[config.mk]
export PLATFORM = sky130hd
export DESIGN_NAME = shift_seq
export DESIGN_NICKNAME = d
export VERILOG_FILES = /design/src/rtl/alu_ctl_pkg.sv /design/src/rtl/shift_seq.sv
export SDC_FILE = /design/constraint.sdc
export NUM_CORES = 1
export LEC_CHECK = 0
export CORE_ASPECT_RATIO = 1.75
export CORE_UTILIZATION = 40
export CTS_CLUSTER_DIAMETER = 120
export CTS_CLUSTER_SIZE = 16
export DETAILED_ROUTE_END_ITERATION = 16
export PLACE_DENSITY = 0.68
export SYNTH_ARGS = -nofsm -noshare
export SYNTH_HDL_FRONTEND = slang
export SYNTH_SLANG_ARGS = --single-unit
[constraint.sdc]
create_clock -name clk -period 3.2 [get_ports clk]
set_input_delay 0.32 -clock clk [delete_from_list [all_inputs] [get_ports clk]]
set_output_delay 0.32 -clock clk [all_outputs]
set_load 0.005 [all_outputs]
[src/rtl/alu_ctl_pkg.sv]
// Shared ALU control encodings and the shift-sequencer state type.
package alu_ctl_pkg;

    // ALU command codes
    localparam logic [2:0] ALU_SHIFT = 3'b001;
    localparam logic [2:0] ALU_NOP   = 3'b111;

    // Shift sub-types. Plain shifts insert a constant fill bit. The _C variants
    // insert sc_in, which chains a shift across two bytes.
    localparam logic [2:0] TS_SL0 = 3'b000;  // left, fill 0
    localparam logic [2:0] TS_SL1 = 3'b001;  // left, fill 1
    localparam logic [2:0] TS_SR0 = 3'b010;  // right, fill 0
    localparam logic [2:0] TS_SR1 = 3'b011;  // right, fill 1
    localparam logic [2:0] TS_SLC = 3'b100;  // left, fill from sc_in
    localparam logic [2:0] TS_SRC = 3'b101;  // right, fill from sc_in
    localparam logic [2:0] TS_ROL = 3'b110;  // rotate left
    localparam logic [2:0] TS_ROR = 3'b111;  // rotate right

    typedef enum logic [1:0] {
        ST_IDLE   = 2'd0,
        ST_FIRST  = 2'd1,
        ST_SECOND = 2'd2,
        ST_DONE   = 2'd3
    } seq_state_e;

endpackage

[src/rtl/shift_seq.sv]
// 16-bit multi-position shifter built on an external 8-bit shift ALU.
// Each bit position takes two cycles. FIRST shifts the byte that receives
// the fill bit. SECOND shifts the other byte, taking the first byte's carry
// as its fill, so the bit crosses the byte boundary.
module shift_seq
    import alu_ctl_pkg::*;
#(
    parameter int CNT_W = 4
) (
    input  logic             clk,
    input  logic             reset,
    input  logic             start,
    input  logic             dir,
    input  logic             fill,
    input  logic [CNT_W-1:0] count,
    input  logic [7:0]       din_hi,
    input  logic [7:0]       din_lo,
    output logic [2:0]       alu_cmd,
    output logic [2:0]       alu_typeselect,
    output logic [7:0]       alu_inA,
    output logic             alu_sc_in,
    input  logic [7:0]       alu_rslt,
    input  logic             alu_sc_o,
    output logic             busy,
    output logic             done,
    output logic [7:0]       dout_hi,
    output logic [7:0]       dout_lo,
    output logic             cout
);

    localparam logic [CNT_W-1:0] CNT_ONE = {{(CNT_W-1){1'b0}}, 1'b1};

    seq_state_e       state_q;
    logic [7:0]       hi_q;
    logic [7:0]       lo_q;
    logic [7:0]       dout_hi_q;
    logic [7:0]       dout_lo_q;
    logic             dir_q;
    logic             fill_q;
    logic             carry_q;
    logic             cout_q;
    logic             done_q;
    logic             busy_q;
    logic [CNT_W-1:0] rem_q;

    // Sequencer FSM with the working operand, the counters and registered status outputs.
    always_ff @(posedge clk) begin
        if (reset) begin
            state_q   <= ST_IDLE;
            hi_q      <= 8'h00;
            lo_q      <= 8'h00;
            dout_hi_q <= 8'h00;
            dout_lo_q <= 8'h00;
            dir_q     <= 1'b0;
            fill_q    <= 1'b0;
            carry_q   <= 1'b0;
            cout_q    <= 1'b0;
            done_q    <= 1'b0;
            busy_q    <= 1'b0;
            rem_q     <= '0;
        end else begin
            done_q <= 1'b0;
            case (state_q)
                ST_IDLE: begin
                    if (start) begin
                        hi_q    <= din_hi;
                        lo_q    <= din_lo;
                        dir_q   <= dir;
                        fill_q  <= fill;
                        rem_q   <= count;
                        cout_q  <= 1'b0;
                        carry_q <= 1'b0;
                        busy_q  <= 1'b1;
                        if (count == '0) begin
                            // A zero shift completes at once with the operand unchanged.
                            state_q   <= ST_DONE;
                            done_q    <= 1'b1;
                            dout_hi_q <= din_hi;
                            dout_lo_q <= din_lo;
                        end else begin
                            state_q <= ST_FIRST;
                        end
                    end else begin
                        state_q <= ST_IDLE;
                    end
                end
                ST_FIRST: begin
                    if (dir_q) begin
                        hi_q <= alu_rslt;
                    end else begin
                        lo_q <= alu_rslt;
                    end
                    carry_q <= alu_sc_o;
                    state_q <= ST_SECOND;
                end
                ST_SECOND: begin
                    if (dir_q) begin
                        lo_q <= alu_rslt;
                    end else begin
                        hi_q <= alu_rslt;
                    end
                    cout_q <= alu_sc_o;
                    if (rem_q != '0) begin
                        rem_q <= rem_q - CNT_ONE;
                    end else begin
                        rem_q <= '0;
                    end
                    if (rem_q <= CNT_ONE) begin
                        // Last step: publish the result, including the byte written this cycle.
                        state_q   <= ST_DONE;
                        done_q    <= 1'b1;
                        dout_hi_q <= dir_q ? hi_q : alu_rslt;
                        dout_lo_q <= dir_q ? alu_rslt : lo_q;
                    end else begin
                        state_q <= ST_FIRST;
                    end
                end
                ST_DONE: begin
                    state_q <= ST_IDLE;
                    busy_q  <= 1'b0;
                end
                default: begin
                    state_q <= ST_IDLE;
                    busy_q  <= 1'b0;
                end
            endcase
        end
    end

    // ALU drive, decoded only from registered state so that it holds steady for the whole cycle.
    always_comb begin
        alu_cmd        = ALU_NOP;
        alu_typeselect = 3'b000;
        alu_inA        = 8'h00;
        alu_sc_in      = 1'b0;
        case (state_q)
            ST_FIRST: begin
                alu_cmd        = ALU_SHIFT;
                alu_typeselect = dir_q ? (fill_q ? TS_SR1 : TS_SR0)
                                       : (fill_q ? TS_SL1 : TS_SL0);
                alu_inA        = dir_q ? hi_q : lo_q;
                alu_sc_in      = 1'b0;
            end
            ST_SECOND: begin
                alu_cmd        = ALU_SHIFT;
                alu_typeselect = dir_q ? TS_SRC : TS_SLC;
                alu_inA        = dir_q ? lo_q : hi_q;
                alu_sc_in      = carry_q;
            end
            default: begin
                alu_cmd        = ALU_NOP;
                alu_typeselect = 3'b000;
                alu_inA        = 8'h00;
                alu_sc_in      = 1'b0;
            end
        endcase
    end

    assign busy    = busy_q;
    assign done    = done_q;
    assign dout_hi = dout_hi_q;
    assign dout_lo = dout_lo_q;
    assign cout    = cout_q;

endmodule
* Yosys cells after proc, flatten, opt, wreduce, memory -nomap -nowiden
Index checks and enable logic that the tools add are counted.
** Operators by class
- Equal/unequal tests :: 8
- Reductions and logical operators :: 15
- $add $sub $neg :: 1
- Multiplexer cells :: 42
- Order comparisons :: 1
** Operator list (number)
- two-way mux 8 bit :: 14
- case mux 8 bit (2 select lines) :: 3
- case mux 8 bit (3 select lines) :: 2
- inequality test 2 bit (second input constant) :: 5
- two-way mux 1 bit :: 9
- two-way mux 2 bit :: 4
- two-way mux 4 bit :: 2
- case mux 1 bit (2 select lines) :: 4
- case mux 2 bit (4 select lines) :: 1
- case mux 4 bit (2 select lines) :: 1
- AND reduction 2 bit :: 4
- case mux 3 bit (2 select lines) :: 1
- AND reduction 3 bit :: 2
- nonzero test 2 bit :: 3
- == test 2 bit (second input constant) :: 2
- <= comparator 4 x 1 -> 1 bit (second input constant) :: 1
- logical NOT 4 bit :: 1
- AND reduction 4 bit :: 1
- nonzero test 4 bit :: 1
- subtractor 4 x 1 -> 4 bit (second input constant) :: 1
- two-way mux 3 bit :: 1
- nonzero test 3 bit :: 1
- == test 2 x 1 -> 1 bit (second input constant) :: 1
- logical NOT 2 bit :: 1
- OR reduction 2 bit :: 1
** Word-level totals
- Register bits :: 44
- Word-level logic and storage cells :: 79
- Output and inout bits :: 34
- Input bits :: 34

* Depth between registers and ports, before layout
- Depth after elaboration :: 4
- Depth in mapped cells :: 8
- Gate-level depth less buffers :: 6

* Worst setup path after synthesis
No wires, ideal clock.
- Kind :: flip-flop to output port
- Start point :: register state_q[0]
- End point :: output alu_inA[4]
- Arrival :: 1.715 ns
- Buffers on the path :: 3
- Path slack :: 1.165 ns
- Stages on the path, launching flop included :: 8
- Required time :: 2.880 ns
- Path through :: dfxtp_1 -> inv_1 -> ha_1 -> buf_2 -> buf_1 -> clkbuf_1 -> a221oi_1 -> a211oi_1
** On the way
- Word-level cells in the longest chain between the ends :: 2
- Elaborated cells between the ends (all ways) :: 3
- Classes of those cells :: eq/ne (2); mux (1)
** Ends and longest elaborated chain
- from (decl) :: line shift_seq.sv:33 : seq_state_e state_q;
- from (signal assigned) :: line shift_seq.sv:49 : state_q <= ST_IDLE;
- from (signal assigned) :: line shift_seq.sv:76 : state_q <= ST_DONE;
- from (signal assigned) :: line shift_seq.sv:81 : state_q <= ST_FIRST;
- == test 2 bit / == test 2 x 1 -> 1 bit (equally long branches) :: line shift_seq.sv:136 : case (state_q)
- case mux 8 bit (2 select lines) * :: line shift_seq.sv:136
- to (decl) :: line shift_seq.sv:20 : output logic [7:0] alu_inA,
Mark *: on every way between the ends. The rest lies on a longest branch, timed or not.

* Worst setup path in the final report
- Start point :: register state_q[0]
- End point :: output alu_inA[1]
Same word-level chain as after synthesis.

==> qor.csv <==
stage;metric;value;unit
sta;fmax;368;MHz
cells_and_area;layout-drive-gt1-share;8.72;%
worst_setup_path;end_kind;primary output;
detailed_routing;postRouteAntennaNets;0;
sta;holdWs;0.471;ns
detailed_routing;drc;0;
cts;cts_sinks;44;
yosys;syn_avg_cell_area;7.81;sq um
die;die_area;0.00692;sq mm
placement;routabilityCongestion;0.859;
worst_setup_path;critPathSlowestCell;clkdlybuf4s50_1;
global_route;grt_pass1_vias;2320;
hold_path;hold_path.class;register to register;
flow_run;drv_cap;0;
worst_setup_path;cp_cell_sequence;inv_1 > ha_1 > buf_4 > clkinv_1 > buf_4 > a211oi_1 > clkdlybuf4s50_1;
yosys;seq_area_frac_synth;33.5;%
yosys;yosys.area.top_type;dfxtp_1;
worst_setup_path;critical-path-top-delay-family;buffers and inverters;
yosys;synth_area_leaders;dfxtp_1 33%, a21oi_1 9.1%, nor2_1 8.7%;
worst_setup_path;start_kind;register;
worst_setup_path;cpMostUsedCell;buf_4;
worst_setup_path;path_buf_inv;5;
worst_setup_path;cp.arrival;2.40;ns
detailed_routing;totalWireLength;6760;microns
yosys;synth_warnings;0;
global_route;antenna_found_initial;0;
die;fp.coreArea;0.00628;sq mm
yosys;synth_top_flop_cell;dfxtp_1;
worst_setup_path;required;2.88;ns
die;die_w;63.3;microns
yosys;synthArstFlopShare;0;%
status;status;finished clean;
pwr;leakagePower;1.18;nW
detailed_routing;drtPass1Iterations;4;
cts;cts.hold.buffers_added;0;
sta;tns;0;ns
worst_setup_path;max_stage_delay;0.53;ns
yosys;syn-instance-count;337;
global_route;overflow;0;
sta;fin_crit_sh;84.9;%
die;io_pins;68;
placement;dp_cells;462;
yosys;ys_types;40;
die;die_y;109;microns
global_route;grt_max_degree;38;
sta;rsz0062_at_grt;false;
cts;cts-root-buf;clkbuf_8;
yosys;synth_top_area_share;33.5;%
cts;clock_latency;0.29;ns
sta;hold_viol_final;0;
cts;cts.path.max_buffers;2;
yosys;netlist_area;0.00263;sq mm
detailed_routing;post_drt_wl_per_cell;14.4;microns
pwr;irDropWorstVdd;345;uV
yosys;synth_edf_count;0;
cts;cts_tree;done;
global_route;grt_usage;19.9;%
cells_and_area;final_cell_mix;66 x clkdlybuf4s50_1, 61 x nor2_1, 48 x a21oi_1;
cts;numCtsBuffers;5;
cells_and_area;diodes;0;
die;rows;38;
yosys;ys_seq_elements;44;
yosys;syn_nets;375;
cells_and_area;layout_commonest_cell;clkdlybuf4s50_1;
cells_and_area;area_growth;29.4;%
pwr;powerDensity;659;mW/mm^2
placement;io_buffers;66;
worst_setup_path;path_max_fanout;17;
cts;post_cts_buffers;0;
sta;max_slew_margin;30.3;%
detailed_routing;vias;2622;
cts;h-tree-depth;2;
sta;finalCriticalPeriod;2.72;ns
sta;tightest_slew;1.04;ns
cells_and_area;stdcell_area;0.00341;sq mm
detailed_routing;dr.first_iter.drc_count;144;
sta;finalSetupViolCount;0;
cts;postCtsResizedCells;0;
detailed_routing;vias_per_cell;5.58;
die;initial_utilization;41.9;%
placement;place_hpwl;4940;microns
placement;placed_area;0.00332;sq mm
cells_and_area;layout.nets;427;
global_route;grt_pass1_wl;11000;microns
cells_and_area;instances_no_fill;470;
cts;cts.clk_slew.worst_paths;0.08;ns
worst_setup_path;criticalPathCategory;register to primary output;
sta;drv_slew;0;
sta;clock_skew;0.00773;ns
==> synth_stat cells, drive strengths merged (2+ instances only) <==
master and n:
nor2 61, nand3 2, o21ai 20, mux2 16
clkbuf 19, a32oi 2, buf 11, a211oi 9
dfxtp 44, nor4 2, nor3 6, a221oi 8
a22o 16, nand2 23, a21boi 2, inv 3
nor2b 2, or4 16, ha 4, a22oi 9
o211ai 2, a21oi 49
==> path summary, 6_finish.rpt <==
kind	cells past startpoint	slack, ns	from	endpoint
setup reg to reg	7	0.88	state_q[0]	dout_lo[6]
setup / recovery	7	0.48	state_q[0]	alu_inA[1]
hold reg to reg	2	0.47	fill_q	fill_q
hold / removal	2	0.47	fill_q	fill_q
==> stage by stage <==
stage / util, % / setup slack [ns] / power [mW]
after floorplan: - / 1.16 / 1.53
after global placement: 52.8 / 0.851 / 1.88
after detailed placement: 52.8 / 0.795 / 1.89
after CTS: 54.3 / 0.455 / 2.25
after global routing: 54.3 / 0.287 / 2.42
final: 54.3 / 0.483 / 2.24
==> power by group <==
group,switching [mW],internal (mW),total (mW),leakage (nW)
Clock,0.177,0.176,0.353,0.0455
Sequential,0.115,0.686,0.800,0.361
Combinational,0.583,0.507,1.09,0.775
==> cells by family after synthesis <==
| group | count (synthesis) | synth area share, % |
|---|---|---|
| AO/OA/AOI/OAI | 122 | 30.1 |
| AND/OR/NAND/NOR | 116 | 21.4 |
| flip-flops | 44 | 33.5 |
| buffers and inverters | 34 | 6.13 |
| multiplexers | 16 | 6.85 |
| adder cells (fa/ha/maj) | 4 | 1.90 |
| other | 1 | 0.143 |
==> cell type report <==
| cell class | instances | area (sq um) |
|---|---|---|
| flip-flops and latches | 44 | 881 |
| inverters | 4 | 15.0 |
| well taps | 80 | 100 |
| clock buffers | 8 | 90.1 |
| multi-input cells | 259 | 1590 |
| repair buffers | 75 | 728 |
| fillers | 636 | 2870 |
==> metal layers <==
metal	routed length (microns)	share of wire (%)	track usage, %
met1	3150	47	25.8
met2	3240	48	33.2
met3	267	3.9	3.22
met4	110	1.6	7.47
met5	0	0	0
==> tightest hold or removal path: cells and delay by family, from the launching register on <==
family	cells	cell delay [ns]
flops	1	0.32
simple gates	1	0.05
compound gates	1	0.06
==> sequential cells by signal, indices dropped and copies added (netlist names) <==
| name | cells |
|---|---|
| dout_hi | 8 |
| dout_lo | 8 |
| hi_q | 8 |
| lo_q | 8 |
| rem_q | 4 |
| state_q | 2 |
| busy | 1 |
| carry_q | 1 |
| cout | 1 |
| dir_q | 1 |
| done | 1 |
| fill_q | 1 |
Note: power is estimated with default switching activity, not from simulation.
